===== src/rtl/clk_div_pkg.sv =====
// Shared defaults, channel-mode encoding and the channel-index width helper
// used by the clock divider bank.
package clk_div_pkg;

    localparam int DEF_NCH     = 4;
    localparam int DEF_CNT_W   = 26;
    localparam int DEF_DEF_DIV = 50000000;
    localparam int MIN_DIV     = 2;

    // What a channel does on the coming edge, in priority order.
    typedef enum logic [1:0] {
        CH_SYNC = 2'd0,
        CH_HOLD = 2'd1,
        CH_RUN  = 2'd2
    } chan_mode_e;

    function automatic int ch_w(input int n);
        if (n <= 1) begin
            return 1;
        end else begin
            return $clog2(n);
        end
    endfunction

endpackage


===== src/rtl/clk_div_chan.sv =====
// One divider channel: period counter, active/pending divisor pair and
// registered square-wave / tick outputs.
module clk_div_chan
    import clk_div_pkg::*;
#(
    parameter int CNT_W   = DEF_CNT_W,
    parameter int DEF_DIV = DEF_DEF_DIV
) (
    input  logic             clk_i,
    input  logic             rst_i,
    input  logic             en_i,
    input  logic             sync_i,
    input  logic             wr_i,
    input  logic [CNT_W-1:0] wr_div_i,
    output logic             clk_out_o,
    output logic             tick_o,
    output logic             pend_o
);

    localparam logic [CNT_W-1:0] DEF_D = CNT_W'(DEF_DIV);
    localparam logic [CNT_W-1:0] MIN_D = CNT_W'(MIN_DIV);
    localparam logic [CNT_W-1:0] ONE   = CNT_W'(1);

    logic [CNT_W-1:0] dact_q, dact_d;
    logic [CNT_W-1:0] dpend_q, dpend_d;
    logic [CNT_W-1:0] cnt_q, cnt_d;
    logic             pend_q, pend_d;
    logic             out_q, out_d;
    logic             tick_q, tick_d;

    logic [CNT_W-1:0] hi_s;
    logic [CNT_W-1:0] cnt_inc_s;
    logic             wrap_s;
    logic             apply_s;
    chan_mode_e       mode_s;

    // Classify the coming edge and decide whether the pending divisor lands.
    always_comb begin
        hi_s      = dact_q - (dact_q >> 1);
        cnt_inc_s = cnt_q + ONE;
        wrap_s    = (cnt_q >= (dact_q - ONE));
        if (sync_i) begin
            mode_s = CH_SYNC;
        end else if (!en_i || (dact_q < MIN_D)) begin
            mode_s = CH_HOLD;
        end else begin
            mode_s = CH_RUN;
        end
        case (mode_s)
            CH_SYNC: apply_s = pend_q;
            CH_HOLD: apply_s = pend_q;
            CH_RUN:  apply_s = pend_q & wrap_s;
            default: apply_s = 1'b0;
        endcase
    end

    // Next-state: a new divisor only takes effect where a period starts, so
    // held/synced channels prime cnt to D-1 for an immediate rise.
    always_comb begin
        dact_d  = apply_s ? dpend_q : dact_q;
        dpend_d = wr_i ? wr_div_i : dpend_q;
        pend_d  = wr_i | (pend_q & ~apply_s);
        cnt_d   = cnt_q;
        out_d   = 1'b0;
        tick_d  = 1'b0;
        case (mode_s)
            CH_SYNC, CH_HOLD: begin
                cnt_d = dact_d - ONE;
            end
            CH_RUN: begin
                if (wrap_s) begin
                    cnt_d  = {CNT_W{1'b0}};
                    out_d  = 1'b1;
                    tick_d = 1'b1;
                end else begin
                    cnt_d  = cnt_inc_s;
                    out_d  = (cnt_inc_s < hi_s);
                    tick_d = 1'b0;
                end
            end
            default: begin
                cnt_d = dact_q - ONE;
            end
        endcase
    end

    // Channel state register.
    always_ff @(posedge clk_i or posedge rst_i) begin
        if (rst_i) begin
            dact_q  <= DEF_D;
            dpend_q <= DEF_D;
            cnt_q   <= DEF_D - ONE;
            pend_q  <= 1'b0;
            out_q   <= 1'b0;
            tick_q  <= 1'b0;
        end else begin
            dact_q  <= dact_d;
            dpend_q <= dpend_d;
            cnt_q   <= cnt_d;
            pend_q  <= pend_d;
            out_q   <= out_d;
            tick_q  <= tick_d;
        end
    end

    assign clk_out_o = out_q;
    assign tick_o    = tick_q;
    assign pend_o    = pend_q;

endmodule


===== src/rtl/clk_div_bank.sv =====
// Bank of NCH programmable clock dividers sharing one configuration port and
// a global phase-align sync.
module clk_div_bank
    import clk_div_pkg::*;
#(
    parameter int NCH     = DEF_NCH,
    parameter int CNT_W   = DEF_CNT_W,
    parameter int DEF_DIV = DEF_DEF_DIV,
    parameter int CH_W    = ch_w(NCH)
) (
    input  logic             clk_i,
    input  logic             rst_i,
    input  logic [NCH-1:0]   en_i,
    input  logic             sync_i,
    input  logic             cfg_valid_i,
    output logic             cfg_ready_o,
    input  logic [CH_W-1:0]  cfg_ch_i,
    input  logic [CNT_W-1:0] cfg_div_i,
    output logic [NCH-1:0]   clk_out_o,
    output logic [NCH-1:0]   tick_o,
    output logic [NCH-1:0]   pend_o
);

    logic [NCH-1:0] sel_s;
    logic [NCH-1:0] wr_s;
    logic [NCH-1:0] pend_s;
    logic           ready_s;

    // An out-of-range channel selects nothing, so it reads ready and the
    // write is simply dropped.
    always_comb begin
        ready_s = ~|(sel_s & pend_s);
        wr_s    = sel_s & {NCH{cfg_valid_i & ready_s}};
    end

    for (genvar g = 0; g < NCH; g++) begin : gen_ch
        assign sel_s[g] = (cfg_ch_i == CH_W'(g));

        clk_div_chan #(
            .CNT_W   (CNT_W),
            .DEF_DIV (DEF_DIV)
        ) u_chan (
            .clk_i     (clk_i),
            .rst_i     (rst_i),
            .en_i      (en_i[g]),
            .sync_i    (sync_i),
            .wr_i      (wr_s[g]),
            .wr_div_i  (cfg_div_i),
            .clk_out_o (clk_out_o[g]),
            .tick_o    (tick_o[g]),
            .pend_o    (pend_s[g])
        );
    end

    assign cfg_ready_o = ready_s;
    assign pend_o      = pend_s;

endmodule


===== config.mk =====
export PLATFORM = sky130hd
export DESIGN_NAME = clk_div_bank
export DESIGN_NICKNAME = d
export VERILOG_FILES = /design/src/rtl/clk_div_pkg.sv /design/src/rtl/clk_div_chan.sv /design/src/rtl/clk_div_bank.sv
export SDC_FILE = /design/constraint.sdc
export NUM_CORES = 1
export LEC_CHECK = 0
export BUFFER_PORTS_ARGS = -buffer_cell sky130_fd_sc_hd__buf_2
export CORE_AREA = 4 4 183 317
export CTS_CLUSTER_DIAMETER = 120
export CTS_CLUSTER_SIZE = 20
export DETAILED_ROUTE_END_ITERATION = 10
export DIE_AREA = 0 0 187 321
export PLACE_DENSITY = 0.73
export SETUP_SLACK_MARGIN = 0.1
export SKIP_LAST_GASP = 1
export SYNTH_ARGS = -nofsm -noshare
export SYNTH_HDL_FRONTEND = slang
export SYNTH_SLANG_ARGS = --single-unit

===== constraint.sdc =====
create_clock -name clk_i -period 34.5 [get_ports clk_i]
set_input_delay 6.9 -clock clk_i [delete_from_list [all_inputs] [get_ports clk_i]]
set_output_delay 6.9 -clock clk_i [all_outputs]
set_load 0.005 [all_outputs]

==> qor.csv, run 1 <==
metric,value,unit
root_buffer,clkbuf_16,
fmax,0.0684,GHz
cts_resized,0,
design.core.area,0.0553,mm²
setup_viol,0,
clock_path_buffers,3,
hold_viol,0,
fin_skew,20.8,ps
slew_viol_final,0,
synthesis.nets,3759,
drcViolationCount,0,
track_usage,0.256,
clkTransAtPathRegs,80,ps
ant_nets,0,
port_buffers,48,
gp_congestion,0.911,
grt_first_pass_wirelength,125000,µm
relSlewSlack,0.362,
worst_slack,19870,ps
die_y,321,µm
seq_area_frac_synth,0.276,
critical_path.slowest_cell,mux4_2,
hold_buffers,0,
die_x,187,µm
htree_num_levels,1,
drive_gt1_frac,0.154,
status,finished clean,
dpl_worst_slack,19880,ps
yosysUniqueCellTypes,92,
gr-total-overflow,0,
critPathMaxFanout,5,
cts_sinks,324,
post_cts_buffers,0,
tns,0,ps
wirelength,78300,µm
synth_cells,3246,
nNetsFinal,3781,
synth-compound-area-share,0.136,
syn_area,0.0302,mm²
synth_fa_ha_area_frac,0.199,
insertion_delay,560,ps
maxCapViolCount,0,
synth-xor-area-share,0.102,
rsz0062_at_grt,no,
fin_crit_sh,0.424,
drt-wirelength-per-cell,19.7,µm
drt-pass1-iter-count,5,
hpwlAfterDp,63500,µm
tritoncts,yes,
syn_avg_cell_area,9.30,µm²
area_growth,5.13,%
endpoint_kind,output pin,
crit_chain,"buf_2, mux4_2, inv_1, buf_2",
synth_edf_count,0,
crit_arrival,7730,ps
synth_top_family_by_area,adder cells,
drt_iter0_drc,1032,
wl_met3,2400,µm
fin_area,0.0317,mm²
top_layer,met4,
ys_warn_count,0,
dpl-instance-area,0.0311,mm²
vias,23700,
synthFlopType,dfstp_2,
num_rows,114,
die_area,0.0600,mm²
cp_data_required_time,27600,ps
dr_wl_met2,41600,µm
worst-slew-pin-transition,957,ps
yosys.area_share.simple,0.148,
layout_min_cycle_time,14630,ps
crit_top_cell,buf_2,
vias_per_cell,5.97,
hp-class,flop to flop,
start_kind,input pin,
design.portCount,49,
cpPeakStageDelay,510,ps
antenna_found_initial,3,
synth.mux.area_fraction,0.0934,
critPathKind,input pin to output pin,
grt_pass1_vias,24400,
async_reset_ff_frac,1.00,
wl_met1,27700,µm
start_util,0.545,
postLayoutCoreUtil,0.573,
grt_max_degree,142,
synth-seq-cells,324,
cts_made_buffers,20,
==> stage by stage <==
stage / instances / hold WS, ps
after floorplan: 3246 / 476
after global placement: 3942 / 514
final: 3978 / 533
after global routing: 3977 / 559
after detailed placement: 3942 / 520
after CTS: 3977 / 538
==> cell families after synthesis <==
logic type / after synthesis
and+or+nand+nor: 884
adders and majority gates: 477
muxes: 255
DFF: 324
AOI/OAI and AO/OA: 620
xor gates and xnor gates: 352
buffers and inverters: 334
==> cells in the mapped netlist (all sizes together), types with 34 or more instances <==
master	instances	area, µm²
inv	264	991
nor2b	45	282
xor2	83	727
a21oi	162	822
ha	473	5920
xnor2	269	2360
nand4	63	394
dfrtp	156	3900
nor3	62	310
nor2	211	792
o21ai	134	674
nand3	122	616
clkbuf	34	148
mux2	189	2130
nand2b	36	225
dfstp	168	4410
nand2	171	644
mux2i	65	663
nor4	41	269
==> flip-flops by register name (all words and copies together), names as in the netlist <==
register	count
gen_ch.u_chan.cnt_q	104
gen_ch.u_chan.dpend_q	104
gen_ch.u_chan.tick_o	4
gen_ch.u_chan.pend_o	4
gen_ch.u_chan.dact_q	104
gen_ch.u_chan.clk_out_o	4
==> per-layer routing <==
metal  GRT usage  up-vias
met5           0        -
met4       0.181        0
met3      0.0201      268
met2       0.494      495
met1       0.257    11400
li1            -    11600
==> cell type report <==
| type | instances | area, µm² |
|---|---|---|
| multi-input cells | 2588 | 20600 |
| clock buffers | 32 | 556 |
| flip-flops and latches | 324 | 8320 |
| fillers | 5103 | 23600 |
| clock inverters | 3 | 33.8 |
| diodes | 1 | 2.50 |
| well taps | 696 | 871 |
| repair buffers | 68 | 390 |
| inverters | 266 | 1010 |
==> worst max-delay path, delay by kind of cell <==
| kind | cells | cell delay, ps |
|---|---|---|
| mux | 1 | 510 |
| buf+inv | 3 | 310 |
==> final timing paths <==
check | from | end | slack (ps) | depth (start not counted)
worst max-delay path | cfg_ch_i[1] | cfg_ready_o | 19870 | 4
worst min-delay path | gen_ch[0].u_chan.dpend_q[24] | gen_ch[0].u_chan.dpend_q[24] | 530 | 1
worst max register to register | gen_ch[0].u_chan.dact_q[1] | gen_ch[0].u_chan.cnt_q[22] | 26710 | 28
worst min register to register | gen_ch[0].u_chan.dpend_q[24] | gen_ch[0].u_chan.dpend_q[24] | 530 | 1
max in group asynchronous | rst_i | gen_ch[0].u_chan.tick_o | 25870 | 4
min in group asynchronous | rst_i | gen_ch[1].u_chan.dpend_q[0] | 6570 | 2
==> cells in the final DEF (no fill, tap or decap), types with 83 or more instances in the layout <==
| master | count |
|---|---|
| dfrtp_1 | 156 |
| inv_1 | 263 |
| ha_1 | 473 |
| nand3_1 | 121 |
| dfstp_2 | 168 |
| mux2_2 | 188 |
| a21oi_1 | 161 |
| xor2_1 | 83 |
| o21ai_0 | 123 |
| nor2_1 | 210 |
| nand2_1 | 170 |
| xnor2_1 | 269 |
Power of run 1 is left out: the tool's default activity adds up to more than one toggle a clock period on the data nets, which glitch-free logic cannot reach.
==> run 2: changes to the inputs <==
clock period = 14.4 ns   (was 34.5 ns; I/O delays follow)
==> qor.csv, run 2 (synthesis gave the netlist of run 1 again) <==
metric,value,unit,change
num_rows,114,,unchanged
cpPeakStageDelay,570,ps,was 510 ps
fin_skew,23.6,ps,was 20.8 ps
layout_min_cycle_time,7320,ps,
fillCellCount,5017,,"was 5,103"
cts_resized,0,,unchanged
post_cts_buffers,0,,unchanged
track_usage,0.266,,was 0.256
cts_made_buffers,20,,unchanged
grt_pass1_vias,24600,,"was 24,400"
wirelength,82400,µm,"was 78,300 µm"
cts_sinks,324,,unchanged
gp_congestion,0.953,,was 0.911
tritoncts,yes,,unchanged
ant_nets,0,,unchanged
drt-pass1-iter-count,6,,was 5
drcViolationCount,0,,unchanged
start_util,0.545,,unchanged
hp-class,flop to flop,,unchanged
worst-slew-pin-transition,1060,ps,was 957 ps
drt-wirelength-per-cell,20.7,µm,was 19.7 µm
design.core.area,0.0553,mm²,unchanged
setup_viol,0,,unchanged
drt_iter0_drc,1104,,"was 1,032"
fmax,0.137,GHz,
area_growth,5.13,%,about the same
critPathMaxFanout,50,,was 5
fin_area,0.0317,mm²,about the same
fin_crit_sh,0.509,,
die_area,0.0600,mm²,unchanged
htree_num_levels,1,,unchanged
vias_per_cell,6.04,,was 5.97
tns,0,ps,unchanged
nNetsFinal,3781,,unchanged
clock_path_buffers,3,,unchanged
critPathKind,flop to flop,,was input pin to output pin
whs,524,ps,was 533 ps
hpwlAfterDp,67100,µm,"was 63,500 µm"
design.portCount,49,,unchanged
die_x,187,µm,unchanged
insertion_delay,550,ps,was 560 ps
maxCapViolCount,0,,unchanged
grt_first_pass_wirelength,128000,µm,"was 125,000 µm"
rsz0062_at_grt,no,,unchanged
reg.largest.list,"gen_ch.u_chan.cnt_q x104, gen_ch.u_chan.dact_q x104, gen_ch.u_chan.dpend_q x104",,unchanged
mostFrequentLayoutCells,"473 x ha_1, 269 x xnor2_1, 263 x inv_1",,unchanged
start_kind,flop,,was input pin
drive_gt1_frac,0.153,,was 0.154
hold_buffers,0,,unchanged
die_y,321,µm,unchanged
cp_data_required_time,14850,ps,"was 27,600 ps"
slew_viol_final,0,,unchanged
vias,24000,,"was 23,700"
critical_path.slowest_cell,buf_4,,was mux4_2
crit_arrival,7770,ps,was 7730 ps
endpoint_kind,flop,,was output pin
grt_max_degree,131,,was 142
relSlewSlack,0.292,,was 0.362
hold_viol,0,,unchanged
antenna_found_initial,1,,was 3
dpl-instance-area,0.0311,mm²,about the same
gr-total-overflow,0,,unchanged
port_buffers,48,,unchanged
final_common_cell,ha_1,,unchanged
status,finished clean,,unchanged
postLayoutCoreUtil,0.573,,about the same
clkTransAtPathRegs,90,ps,was 80 ps
root_buffer,clkbuf_16,,unchanged
==> run 2: cell count changes in the layout (fill, tap and decap cells not counted) <==
cell / previous run / this run
nor2_2: 0 / 1
inv_6: 2 / 0
clkbuf_8: 1 / 0
inv_12: 0 / 1
nor2_1: 210 / 209
clkbuf_1: 11 / 14
==> run 2: final timing paths <==
kind	from	end	slack, ps	cells past startpoint
setup / recovery	gen_ch[0].u_chan.dact_q[2]	gen_ch[0].u_chan.cnt_q[22]	7080	28
setup reg to reg	gen_ch[0].u_chan.dact_q[2]	gen_ch[0].u_chan.cnt_q[22]	7080	28
hold / removal	gen_ch[0].u_chan.dpend_q[24]	gen_ch[0].u_chan.dpend_q[24]	520	1
hold reg to reg	gen_ch[0].u_chan.dpend_q[24]	gen_ch[0].u_chan.dpend_q[24]	520	1
min in group asynchronous	rst_i	gen_ch[1].u_chan.dpend_q[4]	2460	2
max in group asynchronous	rst_i	gen_ch[3].u_chan.dpend_q[11]	10270	3
==> run 2: routing by layer <==
| layer | GRT usage | up-vias | wire length [µm] |
|---|---|---|---|
| met4 | 0.223 | 0 | 8430 |
| met3 | 0.0216 | 332 | 2370 |
| li1 | - | 11600 | - |
| met5 | 0 | - | 0 |
| met2 | 0.513 | 601 | 43500 |
| met1 | 0.252 | 11500 | 28100 |
==> run 2: worst max-delay path: cells and delay by family (launching register included) <==
family	cells	cell delay, ps
adder cells (fa/ha/maj)	3	840
XOR/XNOR	2	310
multiplexers	2	520
AO/OA/AOI/OAI	13	3300
AND/OR/NAND/NOR	6	1000
flip-flops	1	430
buffers and inverters	2	790
==> run 2: cell type report <==
type	count	area [µm²]	share of cell area
multi-input cells	2588	20600	0.648
flip-flops and latches	324	8320	0.262
inverters	266	1010	0.0317
well taps	696	871	0.0274
clock buffers	34	553	0.0174
repair buffers	68	390	0.0123
clock inverters	2	32.5	0.00103
diodes	1	2.50	0.0000789
==> run 2: through the flow <==
stage	setup slack, ps	instances
2_1_floorplan	2830	3246
4_1_cts	7090	3978
3_5_place_dp	7110	3942
3_3_place_gp	7330	3942
6_report	7080	3979
5_1_grt	6250	3978
Power of run 2 is left out for the same reason.
